<file path="config.mk">
export PLATFORM = sky130hd
export DESIGN_NAME = icap_reboot_sequencer
export DESIGN_NICKNAME = d
export VERILOG_FILES = /design/src/rtl/icap_reboot_sequencer.sv
export SDC_FILE = /design/constraint.sdc
export NUM_CORES = 1
export LEC_CHECK = 0
export ABC_CLOCK_PERIOD_IN_PS = 3600
export BUFFER_PORTS_ARGS = -buffer_cell sky130_fd_sc_hd__buf_2
export CORE_MARGIN = 2
export CORE_UTILIZATION = 40
export DETAILED_ROUTE_END_ITERATION = 10
export GPL_ROUTABILITY_DRIVEN = 0
export SYNTH_ARGS = -nofsm -noshare
export SYNTH_HDL_FRONTEND = slang
export SYNTH_SLANG_ARGS = --single-unit
</file>
<file path="constraint.sdc">
create_clock -name CLK -period 3.6 [get_ports CLK]
set_clock_uncertainty 0.05 [all_clocks]
set_input_delay 0.72 -clock CLK [delete_from_list [all_inputs] [get_ports CLK]]
set_output_delay 0.72 -clock CLK [all_outputs]
set_load 0.005 [all_outputs]
</file>
<file path="src/rtl/icap_reboot_sequencer.sv">
// Replays the Spartan-3AN multiboot IPROG stream into ICAP_SPARTAN3A once TRIGGER is held.
// Define ICAP_GOLDEN_FALLBACK_EN to also program GENERAL3/4 with the golden image address.
module icap_reboot_sequencer #(
  parameter logic [23:0] BOOT_ADDR   = 24'h040000,
  parameter logic [7:0]  READ_OPCODE = 8'h0B,
  parameter logic [23:0] GOLDEN_ADDR = 24'h000000,
  parameter int          ARM_DELAY   = 16
) (
  input  logic        CLK,
  input  logic        RST_N,
  input  logic        TRIGGER,
  input  logic        ICAP_BUSY,
  output logic        ICAP_CE_N,
  output logic        ICAP_WRITE_N,
  output logic [15:0] ICAP_I,
  output logic        BUSY,
  output logic        DONE
);

`ifdef ICAP_GOLDEN_FALLBACK_EN
  localparam int NWORDS = 13;
`else
  localparam int NWORDS = 9;
`endif
  localparam int IDXW = $clog2(NWORDS);
  localparam int CNTW = $clog2(ARM_DELAY + 1);
  localparam logic [IDXW-1:0] LAST = IDXW'(NWORDS - 1);

  typedef enum logic [2:0] {IDLE, ARM, SETUP, SEND, FLUSH, FIN} state_t;

  state_t          state_q, state_d;
  logic [CNTW-1:0] cnt_q, cnt_d;
  logic [IDXW-1:0] idx_q, idx_d;
  logic            trg_meta_q, trg_s_q;
  logic            ce_n_q, ce_n_d, wr_n_q, wr_n_d, busy_q, busy_d, done_q, done_d;
  logic [15:0]     data_q, data_d;

  function automatic logic [7:0] rev8(input logic [7:0] b);
    logic [7:0] r;
    for (int k = 0; k < 8; k++) r[k] = b[7-k];
    return r;
  endfunction

  // ICAP expects each byte MSB-first on the opposite bit order
  function automatic logic [15:0] swap(input logic [15:0] w);
    return {rev8(w[15:8]), rev8(w[7:0])};
  endfunction

  function automatic logic [15:0] stream_word(input logic [IDXW-1:0] i);
    logic [15:0] w;
    case (int'(i))
      0:       w = 16'hFFFF;
      1:       w = 16'hAA99;
      2:       w = 16'h3261;
      3:       w = BOOT_ADDR[15:0];
      4:       w = 16'h3281;
      5:       w = {READ_OPCODE, BOOT_ADDR[23:16]};
`ifdef ICAP_GOLDEN_FALLBACK_EN
      6:       w = 16'h32A1;
      7:       w = GOLDEN_ADDR[15:0];
      8:       w = 16'h32C1;
      9:       w = {READ_OPCODE, GOLDEN_ADDR[23:16]};
      10:      w = 16'h30A1;
      11:      w = 16'h000E;
      12:      w = 16'h2000;
`else
      6:       w = 16'h30A1;
      7:       w = 16'h000E;
      8:       w = 16'h2000;
`endif
      default: w = 16'h0000;
    endcase
    return w;
  endfunction

  always_ff @(posedge CLK or negedge RST_N) begin
    if (!RST_N) begin
      trg_meta_q <= 1'b0;
      trg_s_q    <= 1'b0;
      state_q    <= IDLE;
      cnt_q      <= '0;
      idx_q      <= '0;
      ce_n_q     <= 1'b1;
      wr_n_q     <= 1'b1;
      data_q     <= '0;
      busy_q     <= 1'b0;
      done_q     <= 1'b0;
    end else begin
      trg_meta_q <= TRIGGER;
      trg_s_q    <= trg_meta_q;
      state_q    <= state_d;
      cnt_q      <= cnt_d;
      idx_q      <= idx_d;
      ce_n_q     <= ce_n_d;
      wr_n_q     <= wr_n_d;
      data_q     <= data_d;
      busy_q     <= busy_d;
      done_q     <= done_d;
    end
  end

  // The IDLE cycle that sees TRG_S high counts as the first of the ARM_DELAY cycles.
  always_comb begin
    state_d = state_q;
    cnt_d   = cnt_q;
    idx_d   = idx_q;
    ce_n_d  = ce_n_q;
    wr_n_d  = wr_n_q;
    data_d  = data_q;
    busy_d  = busy_q;
    done_d  = done_q;
    case (state_q)
      IDLE: if (trg_s_q) begin
        busy_d = 1'b1;
        if (ARM_DELAY <= 1) begin
          state_d = SETUP;
          wr_n_d  = 1'b0;
          idx_d   = '0;
          data_d  = swap(stream_word('0));
        end else begin
          state_d = ARM;
          cnt_d   = CNTW'(1);
        end
      end
      ARM: begin
        if (!trg_s_q) begin
          state_d = IDLE;
          cnt_d   = '0;
          busy_d  = 1'b0;
        end else if (cnt_q == CNTW'(ARM_DELAY - 1)) begin
          state_d = SETUP;
          cnt_d   = '0;
          wr_n_d  = 1'b0;
          idx_d   = '0;
          data_d  = swap(stream_word('0));
        end else begin
          cnt_d = cnt_q + 1'b1;
        end
      end
      SETUP: begin
        state_d = SEND;
        ce_n_d  = 1'b0;
      end
      SEND: if (!ICAP_BUSY) begin
        if (idx_q == LAST) begin
          state_d = FLUSH;
          ce_n_d  = 1'b1;
        end else begin
          idx_d  = idx_q + 1'b1;
          data_d = swap(stream_word(idx_q + 1'b1));
        end
      end
      FLUSH: begin
        state_d = FIN;
        wr_n_d  = 1'b1;
        data_d  = '0;
        busy_d  = 1'b0;
        done_d  = 1'b1;
      end
      FIN:     ;
      default: state_d = IDLE;
    endcase
  end

  assign ICAP_CE_N    = ce_n_q;
  assign ICAP_WRITE_N = wr_n_q;
  assign ICAP_I       = data_q;
  assign BUSY         = busy_q;
  assign DONE         = done_q;

endmodule

</file>
==> results of run 1 <==
[per-layer routing]
metal | routed length (µm) | share of wire (%) | GRT usage (%) | up-vias
li1 | - | - | - | 624
met1 | 1622 | 46 | 20.99 | 614
met4 | 51 | 1.4 | 5.229 | 0
met2 | 1690 | 48 | 25.85 | 28
met3 | 161 | 4.6 | 4.942 | 7
met5 | 0 | 0 | 0 | -
[worst max-delay path by stage]
stage / from / slack (ns) / cells after the start / endpoint
2_1_floorplan: idx_q[0] / 1.78 / 7 / ICAP_I[1]
3_3_place_gp: ICAP_BUSY / 1.59 / 5 / ICAP_I[1]
3_5_place_dp: idx_q[0] / 1.55 / 6 / ICAP_I[1]
4_1_cts: idx_q[0] / 1.53 / 6 / ICAP_I[1]
5_1_grt: idx_q[0] / 1.39 / 4 / ICAP_I[0]
6_report: idx_q[0] / 1.53 / 6 / ICAP_I[1]
[sequential cells by signal (all words and copies together), names as in the netlist]
register      count
trg_meta_q        1
state_q           3
DONE              1
ICAP_CE_N         1
trg_s_q           1
ICAP_WRITE_N      1
idx_q             4
BUSY              1
cnt_q             5
ICAP_I           14
[cell families after synthesis]
logic type / count (synthesis)
flops: 32
fa+ha+maj: 7
compound gates: 44
xor+xnor: 4
buf+inv: 15
simple gates: 46
mux: 7
[final cells by class]
| cell class | instances | area [µm²] |
|---|---|---|
| Tap cell | 50 | 62.56 |
| Multi-Input combinational cell | 108 | 819.5 |
| Inverter | 6 | 22.52 |
| Fill cell | 373 | 2108 |
| Timing Repair Buffer | 23 | 115.1 |
| Clock inverter | 1 | 30.03 |
| Clock buffer | 7 | 96.34 |
| Sequential cell | 32 | 803.3 |
[cell usage in the layout (no fill, tap or decap), types with 5 or more instances in the layout]
cell       count
mux2i_1        6
a31oi_1        6
dfrtp_1       30
inv_1          6
ha_1           7
clkbuf_8       7
o21ai_0        8
nand2_1       15
buf_2         23
nor3_1         5
a2bb2oi_1      8
[power breakdown]
part	internal (mW)	switching [mW]
logic	0.00180	0.00729
clock network	0.244	0.133
registers	0.361	0.00107
total	0.607	0.141
==> metrics.md, run 1 <==
| Metric | Value |
|---|---|
| Share of the synthesized area in the top cell type | `44.12%` |
| Clock tree buffer depth | `2` |
| Total buffers and inverters traversed by the critical path | `1` |
| Detailed-routing iteration count for the pre-antenna-repair pass | `4` |
| Maximum fanout encountered on the critical timing path | `14` |
| Largest net degree at the start of global routing | `33` |
| Share of the synthesized area in compound gates (AO/OA/AOI/OAI) | `about a fifth` |
| Most used standard cell by instance count after synthesis | `dfrtp_1` |
| Period utilization | `between 50% and 60%` |
| Maximum clock rate | `between 400 and 500 MHz` |
| Worst path cell trace | `inv_1, ha_1, nand3b_1, a22oi_4, nand2_4, mux2_1` |
| Starting DRT DRC Count | `between 50 and 60` |
| Largest voltage drop on the vdd net | `around 0.17 mV` |
| Hold Slack | `about 0.3 ns` |
| Initial antenna violation count | `0` |
| Kind of path behind the tightest hold check | `reg2reg` |
| Routed length per instance | `roughly 16 µm` |
| Inserted Clock Buffers | `5` |
| Final min period | `about 2.1 ns` |
| Largest family of logic cells by synthesized area | `compound AO/OA/AOI/OAI gates` |
| Overall track demand over capacity in global routing | `16.17%` |
| Library cells used by synthesis | `48` |
| Hold Startpoint | `trg_meta_q` |
| Worst-skew pair later-pin latency | `just under 0.3 ns` |
| Post-synthesis simple-gate area fraction | `between 15 and 20%` |
| Worst reg2reg path endpoint | `ICAP_I[1]` |
| Final std cells w/o fill | `227` |
| Total negative slack for setup checks | `0 ns` |
| Worst setup SP type | `flip-flop` |
| Required time of the critical path | `approximately 3.7 ns` |
| Count of hold buffers inserted by post-cts repair | `0` |
| Crit-path slowest cell | `dfrtp_1` |
| Cell types occupying the most area after synthesis | `dfrtp_1 44%, ha_1 5.1%, a2bb2oi_1 4.1%, mux2i_1 3.5%, nand2_1 3.3%` |
| Number of global-route vias before repair | `about 1300` |
| Fraction of the mapped netlist area in adder cells | `under 10%` |
| Final-report hold violation count | `0` |
| Post-Place Cells | `about 220` |
| Floorplan Core Area | `0.004058 mm²` |
| Row count | `23` |
| CP Data Arrival Time | `between 2 and 2.5 ns` |
| Remaining Overflow, GRT | `0` |
| Mapped Nets | `roughly 170` |
| Wire length of the first global-routing pass | `6175 µm` |
| Crit-path leading delay family | `flip-flops` |
| Worst R2R Path Depth | `6` |
| Standby leakage power | `~0.8 nW` |
| Kind of critical path | `reg2reg` |
| Remaining number of nets flagged by the antenna check after routing | `0` |
| Post-synthesis cell area | `~0.0017 mm²` |
| Post-route setup slack | `roughly 1.5 ns` |
| Largest area contributor in the netlist | `dfrtp_1` |
| Average instance area after synthesis | `roughly 11 µm²` |
| Number of warnings printed during yosys synthesis | `0` |
| Via/cell ratio | `5.608` |
| Slew at the pin closest to its max-slew limit | `0.7801 ns` |
| Mux share of post-synthesis cell area | `under 10%` |
| DRC violation count after routing | `0` |
| Final non-filler cell area | `approximately 0.0019 mm²` |
| Hold-critical path depth | `0` |
| Syn Inst Count | `between 150 and 200` |
| Buffers on Ports | `23` |
| TritonCTS clock tree | `yes` |
| Cell at the root of the clock tree | `clkbuf_8` |
| Layout Utilization | `between 40% and 50%` |
| Outcome | `completed` |
| Clk sink count | `32` |
| Top_reg_cell synth | `dfrtp_1` |
| Max transition margin | `between 40% and 50%` |
| Post-synthesis share of cell area spent on xor and xnor gates | `~3%` |
| Clock slew seen by the registers of the worst setup and hold paths | `around 0.070 ns` |
| H-Tree Depth | `2` |
| Max-slew violation count | `0` |
| Number of diodes added for antenna fixing | `0` |
| Fraction of final layout cells with drive strength greater than 1 | `around 22%` |
| Starting utilization of the core area | `41.94%` |
| Width of the die | `roughly 69 µm` |
| Final setup viols | `0` |
| Final net count | `around 190` |
| Fraction of synthesis flops using an asynchronous set or reset pin | `100.0%` |
| Worst-case register-to-register setup slack | `approximately 1.5 ns` |
| Wirelength, routed | `roughly 3500 µm` |
| Post-Place Setup Slack | `1.547 ns` |
| Crit Reg-Reg Startpoint | `idx_q[0]` |
| Post CTS Setup Buffer Count | `0` |
| CP endpoint kind | `flip-flop` |
| Detailed placement HPWL | `2516 µm` |
| Biggest cell delay along the critical path | `~0.50 ns` |
| Power per cell area | `~380 mW/mm²` |
| Vias post-DR | `approximately 1300` |
| Max Cap Violations | `0` |
| Post-synthesis sequential element count | `32` |
| Area growth from synthesis to final layout | `14.56%` |
| I/O pin count | `24` |
| Share of synthesized area occupied by flip-flops and latches | `between 40% and 50%` |
| Number of synthesized flops with an enable pin | `0` |
| Capture endpoint of the worst hold path | `trg_s_q` |
| Post-CTS sizing | `0` |
| Dpl cell area | `0.001823 mm²` |
| Leading post-synthesis cells by instance count | `30 x dfrtp_1, 15 x nand2_1, 8 x a2bb2oi_1, 8 x o21ai_0, 7 x ha_1` |
| DIE HEIGHT | `slightly below 70 µm` |
| Die area | `approximately 0.0048 mm²` |
| Setup repair after global routing missed its margin | `false` |
| Overall Power | `around 0.75 mW` |
No activity file was read; power rests on OpenSTA's default activity.
==> run 2, diff against run 1 <==
--- a/config.mk
+++ b/config.mk
@@ -5,7 +5,7 @@
 export SDC_FILE = /design/constraint.sdc
 export NUM_CORES = 1
 export LEC_CHECK = 0
-export ABC_CLOCK_PERIOD_IN_PS = 3600
+export ABC_CLOCK_PERIOD_IN_PS = 1700
 export BUFFER_PORTS_ARGS = -buffer_cell sky130_fd_sc_hd__buf_2
 export CORE_MARGIN = 2
 export CORE_UTILIZATION = 40
==> constraint.sdc (replaced) <==
create_clock -name CLK -period 1.7 [get_ports CLK]
set_clock_uncertainty 0.05 [all_clocks]
set_input_delay 0.34 -clock CLK [delete_from_list [all_inputs] [get_ports CLK]]
set_output_delay 0.34 -clock CLK [all_outputs]
set_load 0.005 [all_outputs]
==> run 2 against run 1 <==
  * Fmax is 24% higher
  * Worst hold slack worse by 0.29 ns
  * Sequential cell count stayed put
  * Die area stayed put
  * Via count is 12% higher
  * Sequential share of layout area is 5.0 points lower
  * Cell area is 15% higher
  * Register-to-register slack worse by 1.5 ns
  * Largest power group is now registers
  * Final cell count is 12% higher
  * Sequential power is 110% higher
==> metrics.md, run 2 (synthesis gave the netlist of run 1 again) <==
| Metric | Value |
|---|---|
| Width of the die | `69.23 µm (unchanged)` |
| Detailed placement HPWL | `2808 µm (was 2516 µm)` |
| Buffers on Ports | `23 (unchanged)` |
| Kind of path behind the tightest hold check | `in2async (was reg2reg)` |
| Standby leakage power | `0.9398 nW (was 0.8213 nW)` |
| Worst setup SP type | `flip-flop (unchanged)` |
| Net switching power | `0.2982 mW (was 0.1411 mW)` |
| Row count | `23 (unchanged)` |
| Number of global-route vias before repair | `1302 (was 1261)` |
| Initial antenna violation count | `0 (unchanged)` |
| Die area | `0.004792 mm² (unchanged)` |
| Vias post-DR | `1426 (was 1273)` |
| Outcome | `completed (unchanged)` |
| DIE HEIGHT | `69.23 µm (unchanged)` |
| Slew at the pin closest to its max-slew limit | `0.4087 ns (was 0.7801 ns)` |
| Most frequent cells in the layout | `26 x dfrtp_1, 24 x buf_2, 22 x buf_4 (was 30 x dfrtp_1, 23 x buf_2, 15 x nand2_1)` |
| Crit Reg-Reg Startpoint | `idx_q[0] (unchanged)` |
| Setup repair after global routing missed its margin | `true (was false)` |
| CP Data Arrival Time | `1.80 ns (was 2.18 ns)` |
| Worst R2R Path Depth | `8 (was 6)` |
| Portion of total power attributed to the clock network | `43.5% (was 50.4%)` |
| Final std cells w/o fill | `254 (was 227)` |
| Fraction of final layout cells with drive strength greater than 1 | `38.73% (was 22.03%)` |
| Internal power contribution | `1.101 mW (was 0.6067 mW)` |
| Starting utilization of the core area | `41.94% (unchanged)` |
| Maximum fanout encountered on the critical timing path | `7 (was 14)` |
| Switching share of power | `21.31% (was 18.87%)` |
| Largest voltage drop on the vdd net | `0.3494 mV (was 0.1686 mV)` |
| Maximum clock rate | `597.0 MHz (was 483.2 MHz)` |
| Number of diodes added for antenna fixing | `0 (unchanged)` |
| Max-slew violation count | `0 (unchanged)` |
| Detailed-routing iteration count for the pre-antenna-repair pass | `4 (unchanged)` |
| Post-route setup slack | `0.02497 ns (was 1.531 ns)` |
| TritonCTS clock tree | `yes (unchanged)` |
| Overall track demand over capacity in global routing | `16.84% (was 16.17%)` |
| Clk sink count | `32 (unchanged)` |
| Wire length of the first global-routing pass | `6368 µm (was 6175 µm)` |
| Layout Utilization | `55.04% (was 48.04%)` |
| DRC violation count after routing | `0 (unchanged)` |
| Area growth from synthesis to final layout | `31.25% (was 14.56%)` |
| Worst reg2reg path endpoint | `ICAP_I[13] (was ICAP_I[1])` |
| Kind of critical path | `reg2reg (unchanged)` |
| Combinational share of power | `1.8% (was 1.2%)` |
| Max Cap Violations | `0 (unchanged)` |
| Remaining Overflow, GRT | `0 (unchanged)` |
| Clock slew seen by the registers of the worst setup and hold paths | `0.07 ns (about the same)` |
| Period utilization | `98.53% (was 57.48%)` |
| Remaining number of nets flagged by the antenna check after routing | `0 (unchanged)` |
| Power per cell area | `626.4 mW/mm² (was 383.6 mW/mm²)` |
| Starting DRT DRC Count | `97 (was 54)` |
| Worst-case register-to-register setup slack | `0.02 ns (was 1.53 ns)` |
| Leading cell type in the layout, fill and taps excluded | `dfrtp_1 (unchanged)` |
| H-Tree Depth | `2 (unchanged)` |
| Largest net degree at the start of global routing | `33 (unchanged)` |
| Final-report hold violation count | `0 (unchanged)` |
| Max transition margin | `72.75% (was 47.82%)` |
| Required time of the critical path | `1.82 ns (was 3.72 ns)` |
| Cell at the root of the clock tree | `clkbuf_8 (unchanged)` |
| Post-Place Cells | `239 (was 219)` |
| Via/cell ratio | `5.614 (was 5.608)` |
| I/O pin count | `24 (unchanged)` |
| Final min period | `1.675 ns (was 2.069 ns)` |
| Clock tree buffer depth | `2 (unchanged)` |
| Inserted Clock Buffers | `5 (unchanged)` |
| Final setup viols | `0 (unchanged)` |
| Overall Power | `1.399 mW (was 0.7478 mW)` |
| Flop pwr share | `54.7% (was 48.4%)` |
| Floorplan Core Area | `0.004058 mm² (unchanged)` |
| Routed length per instance | `16.00 µm (was 15.53 µm)` |
| Wirelength, routed | `4064 µm (was 3526 µm)` |
| Worst-skew pair later-pin latency | `0.29 ns (about the same)` |
| Post-Place Setup Slack | `-0.02764 ns (was 1.547 ns)` |
| Max reg flops | `14 (unchanged)` |
| Total negative slack for setup checks | `0 ns (unchanged)` |
| Final net count | `214 (was 187)` |
| CP endpoint kind | `flip-flop (unchanged)` |
==> run 2: cell types whose count changed in the layout (fill, tap and decap cells not counted), sizes merged <==
cell / previous run / this run
buf: 23 / 49
bufinv: 1 / 0
clkbuf: 7 / 9
==> run 2: layout make-up <==
type | count | area [µm²]
Inverter | 6 | 27.53
Fill cell | 341 | 1824
Tap cell | 50 | 62.56
Clock buffer | 8 | 90.09
Multi-Input combinational cell | 108 | 897.1
Timing Repair Buffer | 50 | 347.8
Sequential cell | 32 | 808.3
==> run 2: layer usage <==
layer | part of all wire (%) | up-vias | global-route usage (%)
met3 | 6.2 | 7 | 4.360
met2 | 47 | 54 | 25.43
met4 | 1.6 | 0 | 7.190
li1 | - | 677 | -
met5 | 0 | - | 0
met1 | 46 | 688 | 22.92
==> run 2: critical path: stages, from the launching register on <==
cell	delay, ns
dfrtp_2	0.41
buf_6	0.14
inv_6	0.06
ha_4	0.12
nand3b_1	0.13
a22oi_4	0.20
nand2_4	0.13
clkbuf_16	0.18
a2bb2oi_2	0.12
==> run 2: worst max path at each step <==
| stage | depth (start not counted) | to | start | slack [ns] |
|---|---|---|---|---|
| finish | 8 | ICAP_I[13] | idx_q[0] | 0.02 |
| CTS | 6 | ICAP_I[10] | cnt_q[1] | 0.01 |
| global route | 8 | ICAP_I[11] | idx_q[0] | -0.02 |
| floorplan | 7 | ICAP_I[1] | idx_q[0] | 0.003 |
| detailed placement | 6 | ICAP_I[10] | idx_q[0] | -0.03 |
| global placement | 5 | ICAP_I[15] | idx_q[0] | 0.04 |
==> run 2: power by group through the flow <==
stage	combinational [mW]	sequential, mW	clock [mW]
after floorplan	0.00207	0.780	0
after global placement	0.0253	0.779	0
after detailed placement	0.0259	0.779	0
after CTS	0.0259	0.765	0.619
after global routing	0.0283	0.765	0.650
final	0.0245	0.765	0.609
==> run 2: through the flow <==
stage | hold slack, ns | cell area (µm²)
6_report | 0.01144 | 2233
5_1_grt | 0.04965 | 2233
4_1_cts | 0.03201 | 2085
3_5_place_dp | 0.2920 | 1992
3_3_place_gp | 0.2876 | 1992
2_1_floorplan | -0.005591 | 1727
==> run 2: timing repair <==
| action | CTS | global route |
|---|---|---|
| pin swaps | 2 | 4 |
| resized for setup | 1 | 21 |
| setup endpoints to repair | 3 | 13 |
| hold buffers | 0 | 0 |
| buffers inserted | 0 | 5 |
| cloned | 0 | 2 |
